<file path="config.mk">
export PLATFORM = sky130hd
export DESIGN_NAME = led_code_encoder_flat
export DESIGN_NICKNAME = d
export VERILOG_FILES = /design/src/rtl/led_enc_pkg.sv /design/src/rtl/led_code_encoder_if.sv /design/src/rtl/led_enc_slot_alloc.sv /design/src/rtl/led_code_encoder.sv /design/src/flat_wrapper.sv
export SDC_FILE = /design/constraint.sdc
export NUM_CORES = 1
export LEC_CHECK = 0
export BUFFER_PORTS_ARGS = -buffer_cell sky130_fd_sc_hd__buf_4
export CELL_PAD_IN_SITES_DETAIL_PLACEMENT = 1
export CELL_PAD_IN_SITES_GLOBAL_PLACEMENT = 1
export CORE_ASPECT_RATIO = 0.7
export CORE_MARGIN = 2
export CORE_UTILIZATION = 43
export CTS_CLUSTER_DIAMETER = 200
export DETAILED_ROUTE_END_ITERATION = 16
export PLACE_DENSITY_LB_ADDON = 0.1
export SLEW_MARGIN = 20
export SYNTH_ARGS = -nofsm -noshare
export SYNTH_HDL_FRONTEND = slang
export SYNTH_SLANG_ARGS = --single-unit
export TNS_END_PERCENT = 20
</file>
<file path="constraint.sdc">
create_clock -name clk -period 3.4 [get_ports clk]
set_input_delay 0.34 -clock clk [delete_from_list [all_inputs] [get_ports clk]]
set_output_delay 0.34 -clock clk [all_outputs]
set_load 0.05 [all_outputs]
</file>
<file path="src/rtl/led_enc_pkg.sv">
// Shared constants and types for the LED code encoder: per-LED 3-bit codes,
// the idle code and the frame state enum.
package led_enc_pkg;

    localparam int unsigned LED_N  = 4;
    localparam int unsigned CODE_W = 3;
    localparam int unsigned CNT_W  = 8;

    localparam logic [CODE_W-1:0] LED0_CODE = 3'b010;
    localparam logic [CODE_W-1:0] LED1_CODE = 3'b000;
    localparam logic [CODE_W-1:0] LED2_CODE = 3'b111;
    localparam logic [CODE_W-1:0] LED3_CODE = 3'b101;
    localparam logic [CODE_W-1:0] IDLE_CODE = 3'b011;

    typedef enum logic [1:0] {
        ST_IDLE  = 2'd0,
        ST_SLOT0 = 2'd1,
        ST_SLOT1 = 2'd2
    } state_e;

    function automatic logic [CODE_W-1:0] led_code(input logic [1:0] idx);
        case (idx)
            2'd0:    led_code = LED0_CODE;
            2'd1:    led_code = LED1_CODE;
            2'd2:    led_code = LED2_CODE;
            default: led_code = LED3_CODE;
        endcase
    endfunction

endpackage

</file>
<file path="src/rtl/led_code_encoder_if.sv">
// Request handshake between an LED mask producer and the encoder.
interface led_code_encoder_if;
    import led_enc_pkg::*;

    logic [LED_N-1:0] req_mask;
    logic             req_valid;
    logic             req_ready;

    modport master (output req_mask, output req_valid, input  req_ready);
    modport slave  (input  req_mask, input  req_valid, output req_ready);
endinterface

</file>
<file path="src/rtl/led_enc_slot_alloc.sv">
// Combinational allocator: packs the set bits of a mask, lowest index first,
// into slot0/chA, slot0/chB, slot1/chA, slot1/chB; unused channels idle.
module led_enc_slot_alloc
    import led_enc_pkg::*;
(
    input  logic [LED_N-1:0]  i_mask,
    output logic [CODE_W-1:0] o_s0a_c,
    output logic [CODE_W-1:0] o_s0b_c,
    output logic [CODE_W-1:0] o_s1a_c,
    output logic [CODE_W-1:0] o_s1b_c,
    output logic              o_two_slot_c
);

    logic [CODE_W-1:0] w_code [4];
    logic [2:0]        w_cnt;

    always_comb begin
        for (int j = 0; j < 4; j++) begin
            w_code[j] = IDLE_CODE;
        end
        w_cnt = 3'd0;
        for (int i = 0; i < int'(LED_N); i++) begin
            if (i_mask[i]) begin
                w_code[w_cnt[1:0]] = led_code(2'(i));
                w_cnt              = w_cnt + 3'd1;
            end
        end
    end

    assign o_s0a_c      = w_code[0];
    assign o_s0b_c      = w_code[1];
    assign o_s1a_c      = w_code[2];
    assign o_s1b_c      = w_code[3];
    assign o_two_slot_c = (w_cnt > 3'd2);

endmodule

</file>
<file path="src/rtl/led_code_encoder.sv">
// Two-channel LED code encoder: time-multiplexes up to four LEDs over one or
// two slots of DWELL cycles each. Optional macro LED_ENC_BLANK_EN inserts a
// one-cycle idle blank before every slot entry that does not come from IDLE.
module led_code_encoder
    import led_enc_pkg::*;
#(
    parameter int unsigned DWELL = 4
) (
    input  logic               clk,
    input  logic               rst_n,
    led_code_encoder_if.slave  bus,
    output logic               a,
    output logic               b,
    output logic               c,
    output logic               d,
    output logic               e,
    output logic               f,
    output logic               busy
);

`ifdef LED_ENC_BLANK_EN
    localparam logic BLANK_EN = 1'b1;
`else
    localparam logic BLANK_EN = 1'b0;
`endif

    localparam logic [CNT_W-1:0] DWELL_LAST = CNT_W'(DWELL - 1);

    state_e             r_state;
    logic [LED_N-1:0]   r_mask;
    logic [CNT_W-1:0]   r_cnt;
    logic               r_blank;
    logic [CODE_W-1:0]  r_cha;
    logic [CODE_W-1:0]  r_chb;
    logic               r_busy;

    state_e             w_nxt_state;
    logic [LED_N-1:0]   w_nxt_mask;
    logic [CNT_W-1:0]   w_nxt_cnt;
    logic               w_nxt_blank;
    logic [CODE_W-1:0]  w_nxt_cha;
    logic [CODE_W-1:0]  w_nxt_chb;

    logic [CODE_W-1:0]  w_s0a, w_s0b, w_s1a, w_s1b;
    logic               w_two_slot;
    logic               w_slot_last;
    logic               w_frame_last;
    logic               w_req_ready_c;
    logic               w_xfer;

    led_enc_slot_alloc u_alloc (
        .i_mask       (r_mask),
        .o_s0a_c      (w_s0a),
        .o_s0b_c      (w_s0b),
        .o_s1a_c      (w_s1a),
        .o_s1b_c      (w_s1b),
        .o_two_slot_c (w_two_slot)
    );

    // A blank cycle is never the last cycle of a slot.
    assign w_slot_last   = !r_blank && (r_cnt == DWELL_LAST);
    assign w_frame_last  = w_slot_last &&
                           (((r_state == ST_SLOT0) && !w_two_slot) || (r_state == ST_SLOT1));
    assign w_req_ready_c = rst_n && ((r_state == ST_IDLE) || w_frame_last);
    assign w_xfer        = bus.req_valid && w_req_ready_c;
    assign bus.req_ready = w_req_ready_c;

    // Next-state logic.
    always_comb begin
        w_nxt_state = r_state;
        w_nxt_mask  = r_mask;
        w_nxt_cnt   = r_cnt + CNT_W'(1);
        w_nxt_blank = 1'b0;
        case (r_state)
            ST_IDLE: begin
                w_nxt_cnt = '0;
                if (w_xfer) begin
                    w_nxt_mask = bus.req_mask;
                    if (bus.req_mask != '0) w_nxt_state = ST_SLOT0;
                end
            end
            ST_SLOT0, ST_SLOT1: begin
                if (r_blank) begin
                    w_nxt_cnt = '0;
                end else if (w_frame_last) begin
                    w_nxt_cnt = '0;
                    if (w_xfer) begin
                        w_nxt_mask = bus.req_mask;
                        if (bus.req_mask != '0) begin
                            w_nxt_state = ST_SLOT0;
                            w_nxt_blank = BLANK_EN;
                        end else begin
                            w_nxt_state = ST_IDLE;
                        end
                    end else begin
                        w_nxt_state = ST_SLOT0;
                        w_nxt_blank = BLANK_EN;
                    end
                end else if (w_slot_last) begin
                    w_nxt_cnt   = '0;
                    w_nxt_state = ST_SLOT1;
                    w_nxt_blank = BLANK_EN;
                end
            end
            default: begin
                w_nxt_state = ST_IDLE;
                w_nxt_cnt   = '0;
            end
        endcase
    end

    // Channel codes follow the current slot, so they trail the state by one edge.
    always_comb begin
        w_nxt_cha = IDLE_CODE;
        w_nxt_chb = IDLE_CODE;
        if (!r_blank) begin
            case (r_state)
                ST_SLOT0: begin
                    w_nxt_cha = w_s0a;
                    w_nxt_chb = w_s0b;
                end
                ST_SLOT1: begin
                    w_nxt_cha = w_s1a;
                    w_nxt_chb = w_s1b;
                end
                default: begin
                    w_nxt_cha = IDLE_CODE;
                    w_nxt_chb = IDLE_CODE;
                end
            endcase
        end
    end

    always_ff @(posedge clk) begin
        if (!rst_n) begin
            r_state <= ST_IDLE;
            r_mask  <= '0;
            r_cnt   <= '0;
            r_blank <= 1'b0;
            r_cha   <= IDLE_CODE;
            r_chb   <= IDLE_CODE;
            r_busy  <= 1'b0;
        end else begin
            r_state <= w_nxt_state;
            r_mask  <= w_nxt_mask;
            r_cnt   <= w_nxt_cnt;
            r_blank <= w_nxt_blank;
            r_cha   <= w_nxt_cha;
            r_chb   <= w_nxt_chb;
            r_busy  <= (w_nxt_state != ST_IDLE);
        end
    end

    assign {a, b, c} = r_cha;
    assign {d, e, f} = r_chb;
    assign busy      = r_busy;

endmodule

</file>
<file path="src/flat_wrapper.sv">
// flat-port wrapper written by rule: the top's interface ports become plain ports
module led_code_encoder_flat import led_enc_pkg::*;
#(
    parameter int unsigned DWELL = 4
)
  (clk, rst_n, a, b, c, d, e, f, busy, bus_req_mask, bus_req_valid, bus_req_ready);
  led_code_encoder_if bus_i ();
  input  logic clk;
  input  logic rst_n;
  output logic a;
  output logic b;
  output logic c;
  output logic d;
  output logic e;
  output logic f;
  output logic busy;
  input wire logic [$bits(bus_i.req_mask)-1:0] bus_req_mask;
  input wire logic [$bits(bus_i.req_valid)-1:0] bus_req_valid;
  output wire logic [$bits(bus_i.req_ready)-1:0] bus_req_ready;
  assign bus_i.req_mask = bus_req_mask;
  assign bus_i.req_valid = bus_req_valid;
  assign bus_req_ready = bus_i.req_ready;
  led_code_encoder #(.DWELL(DWELL)) u_core (.clk(clk), .rst_n(rst_n), .bus(bus_i), .a(a), .b(b), .c(c), .d(d), .e(e), .f(f), .busy(busy));
endmodule
</file>
==> PnR_summary.wiki <==
{| class="wikitable"
! Metric !! Value
|-
| Maximum fanout count along the critical path || 5
|-
| Setup crit start kind || register
|-
| Number of max-capacitance violations reported || 0
|-
| Worst Reg-to-Reg Cells || 11
|-
| Endpoints failing hold || 0
|-
| Arr. time, crit path || 2.84 ns
|-
| Final count of negative-setup-slack endpoints || 0
|-
| Number of antenna violations at the first check in global routing || 0
|-
| Transition at the pin with the smallest max-transition slack || 0.794 ns
|-
| CP Class || reg -> out
|-
| Run status || finished clean
|-
| Worst hold slack after final layout || 0.340 ns
|-
| Count of different cell masters after synthesis || 40
|-
| Mean post-synth cell area || 8.52 sq um
|-
| Power dissipated by switching net loads || 157 uW
|-
| Clock buffer count from CTS || 3
|-
| First-pass DRT Iterations || 5
|-
| Chip height || 49.3 um
|-
| Die X || 68.7 um
|-
| Setup slack of the most critical reg-to-reg path || 0.85 ns
|-
| Antenna Nets Post-Route || 0
|-
| Clk root buf || sky130_fd_sc_hd__clkbuf_8
|-
| Share of synthesized area occupied by flip-flops and latches || 0.333
|-
| Boundary Pins || 15
|-
| CTS tree || built
|-
| Net count after synthesis || 171
|-
| Synth area leader || sky130_fd_sc_hd__dfxtp_1
|-
| Kind of capture point of the worst setup path || output pin
|-
| Pwr per Cell Area || 375 mW/mm^2
|-
| Area taken by flip-flops and latches || 423 sq um
|-
| Clock transition at path regs || 0.08 ns
|-
| Latest clock arrival within the worst-skew pair || 0.26 ns
|-
| Fraction of power spent switching nets || 0.288
|-
| Initial cell density of the core || 0.450
|-
| Routability cong. || 0.817
|-
| Final worst setup slack || 0.216 ns
|-
| Half-perimeter wire length of the detailed placement result || 2.19 mm
|-
| Leakage power total || 0.594 nW
|-
| Utilization of the core after routing || 0.517
|-
| Area of the die || 0.00339 sq mm
|-
| Pin count of the biggest net entering global routing || 15
|-
| Area grow syn2layout || 14.9%
|-
| Most repeated cell in the gate-level netlist after synthesis || sky130_fd_sc_hd__dfxtp_1
|-
| Top post-synthesis cells by area || sky130_fd_sc_hd__dfxtp_1 (33%), sky130_fd_sc_hd__ha_1 (15%), sky130_fd_sc_hd__nand2_1 (6.0%), sky130_fd_sc_hd__mux2i_1 (4.8%), sky130_fd_sc_hd__inv_1 (4.5%)
|-
| Number of DRC violations after detailed routing || 0
|-
| Max Clock Skew || 0.00437 ns
|-
| Final-report max-slew violation count || 0
|-
| Synth Cell Area || 0.00126 sq mm
|-
| Final sum of negative setup slack || 0 ns
|-
| Post-synth top area share || 0.333
|-
| Critical path data required time || 3.06 ns
|-
| Total of hold buffers inserted after clock tree synthesis || 0
|-
| Share of final-layout standard cells stronger than drive strength 1 || 0.177
|-
| WHS Endpoint || u_core.r_mask[0]
|-
| Clock share of power || 0.297
|-
| Endpoint of the most critical register-to-register path || u_core.busy
|-
| Unrepaired setup endpoints after global routing || no
|-
| Residual overflow from global routing || 0
|-
| Worst reg2reg path startpoint || u_core.r_mask[2]
|-
| Clk sink count || 21
|-
| Total number of H-tree levels || 1
|-
| Synth Instances || 148
|-
| Kind of path behind the tightest hold check || in -> reg
|-
| Placement-stage worst setup slack || 0.375 ns
|-
| Total wire length || 2.80 mm
|-
| Final-stage net count || 188
|-
| Main synth FF type || sky130_fd_sc_hd__dfxtp_1
|-
| Final clock period utilization by the worst path || 0.936
|-
| Number of enable flip-flop cells after synthesis || 0
|-
| Ys Warns || 0
|-
| Area used by multi-input combinational logic || 767 sq um
|-
| Starting DRT DRC Count || 34
|-
| Post-synth top cells || sky130_fd_sc_hd__dfxtp_1 (21), sky130_fd_sc_hd__nand2_1 (20), sky130_fd_sc_hd__ha_1 (15), sky130_fd_sc_hd__inv_1 (15), sky130_fd_sc_hd__nor2_1 (15)
|-
| #FFs+latches synth || 21
|-
| Crit path time final || 3.18 ns
|-
| IR drop worst, VDD || 0.289 mV
|-
| Internal power component || 387 uW
|-
| PortBufs || 14
|-
| Global-route total usage across every layer || 0.179
|-
| Slew HR || 0.466
|-
| Sequential power share || 0.485
|-
| Instance count along the most critical hold path || 3
|-
| Layout filler cell count || 361
|-
| Vias after detailed routing || 1,041
|-
| Placeable core area || 0.00280 sq mm
|-
| Maximum clock frequency || 0.314 GHz
|-
| Asr flop ratio synth || 0
|-
| Logic pwr share || 0.217
|-
| Average wire length per cell after detail routing || 14.0 um
|-
| Final antenna diode count || 0
|-
| First-pass GRT wire length || 4.56 mm
|-
| Min-delay src || bus_req_mask[0]
|-
| Via count of the first global-routing pass || 1,030
|-
| Clock Tree Buf Depth || 2
|-
| Vias/cell || 5.21
|-
| Count of standard-cell rows || 16
|}
worst max-delay path by stage:
| stage | start | to | slack (ns) | cells past startpoint |
|---|---|---|---|---|
| after floorplan | u_core.r_mask[0] | bus_req_ready | 0.47 | 11 |
| after global placement | u_core.r_mask[0] | bus_req_ready | 0.46 | 12 |
| after detailed placement | u_core.r_mask[0] | bus_req_ready | 0.38 | 12 |
| after CTS | u_core.r_mask[0] | bus_req_ready | 0.08 | 12 |
| after global routing | u_core.r_mask[0] | bus_req_ready | 0.002 | 12 |
| final | u_core.r_mask[2] | bus_req_ready | 0.22 | 12 |
cells in the final DEF, fill, tap and decap left out, types with 3 or more instances in the layout:
| cell | count |
|---|---|
| sky130_fd_sc_hd__clkbuf_8 | 3 |
| sky130_fd_sc_hd__nand3_1 | 4 |
| sky130_fd_sc_hd__dfxtp_1 | 19 |
| sky130_fd_sc_hd__xnor2_1 | 4 |
| sky130_fd_sc_hd__a21oi_1 | 8 |
| sky130_fd_sc_hd__ha_1 | 15 |
| sky130_fd_sc_hd__buf_4 | 15 |
| sky130_fd_sc_hd__inv_1 | 15 |
| sky130_fd_sc_hd__nor2_1 | 15 |
| sky130_fd_sc_hd__nand2_1 | 20 |
| sky130_fd_sc_hd__mux2i_1 | 6 |
| sky130_fd_sc_hd__o21ai_0 | 6 |
metrics by stage:
stage               std cells  cell area (sq um)  power, mW
floorplan                 148               1260      0.351
global placement          195               1390      0.378
detailed placement        195               1390      0.382
CTS                       199               1440      0.543
global route              200               1450      0.570
finish                    200               1450      0.544
per-layer routing:
metal	global-route usage	wire length [um]
met3	0.0554	107
met2	0.285	1290
met5	0	0
met4	0.0196	13
met1	0.246	1380
registers in the layout, indices dropped and copies added (netlist names):
register / cells
u_core.busy: 1
u_core.r_cnt: 8
u_core.r_mask: 4
u_core.r_state: 2
u_core.r_cha: 3
u_core.r_chb: 3
area by class of cell:
| type | count | share of cell area |
|---|---|---|
| Inverter | 15 | 0.0389 |
| Tap cell | 36 | 0.0311 |
| Clock buffer | 4 | 0.0311 |
| Timing Repair Buffer | 15 | 0.0777 |
| Sequential cell | 21 | 0.292 |
| Multi-Input combinational cell | 109 | 0.529 |
critical path, stage by stage, from the launching register on:
cell and delay (ns):
sky130_fd_sc_hd__dfxtp_2 0.37, sky130_fd_sc_hd__inv_1 0.11, sky130_fd_sc_hd__fa_2 0.64, sky130_fd_sc_hd__inv_1 0.08, sky130_fd_sc_hd__ha_1 0.17, sky130_fd_sc_hd__inv_1 0.08, sky130_fd_sc_hd__ha_1 0.22, sky130_fd_sc_hd__a21o_2 0.18
sky130_fd_sc_hd__nand2_1 0.08, sky130_fd_sc_hd__a41oi_1 0.18, sky130_fd_sc_hd__o21ai_1 0.17, sky130_fd_sc_hd__and2_1 0.13, sky130_fd_sc_hd__buf_4 0.19
kinds of logic (layout without fill, tap and decap cells):
family	count (synthesis)	count (layout)	synth area share
compound gates	25	25	0.128
flops	21	21	0.333
buf+inv	18	34	0.0605
simple gates	56	56	0.224
mux	6	6	0.0476
xor+xnor	6	6	0.0417
fa+ha+maj	16	16	0.165
what timing repair did:
item / CTS / global route
gates resized for setup: 0 / 4
buffers inserted: 0 / 1
endpoints found under the setup margin: 0 / 1
power by group through the flow:
stage	Combinational [mW]	Sequential, mW	Clock [mW]
after global placement	0.110	0.269	0
final	0.118	0.264	0.162
after global routing	0.130	0.265	0.175
after detailed placement	0.113	0.269	0
after CTS	0.114	0.264	0.165
after floorplan	0.0734	0.277	0
Power figures use the tool's default switching activity.
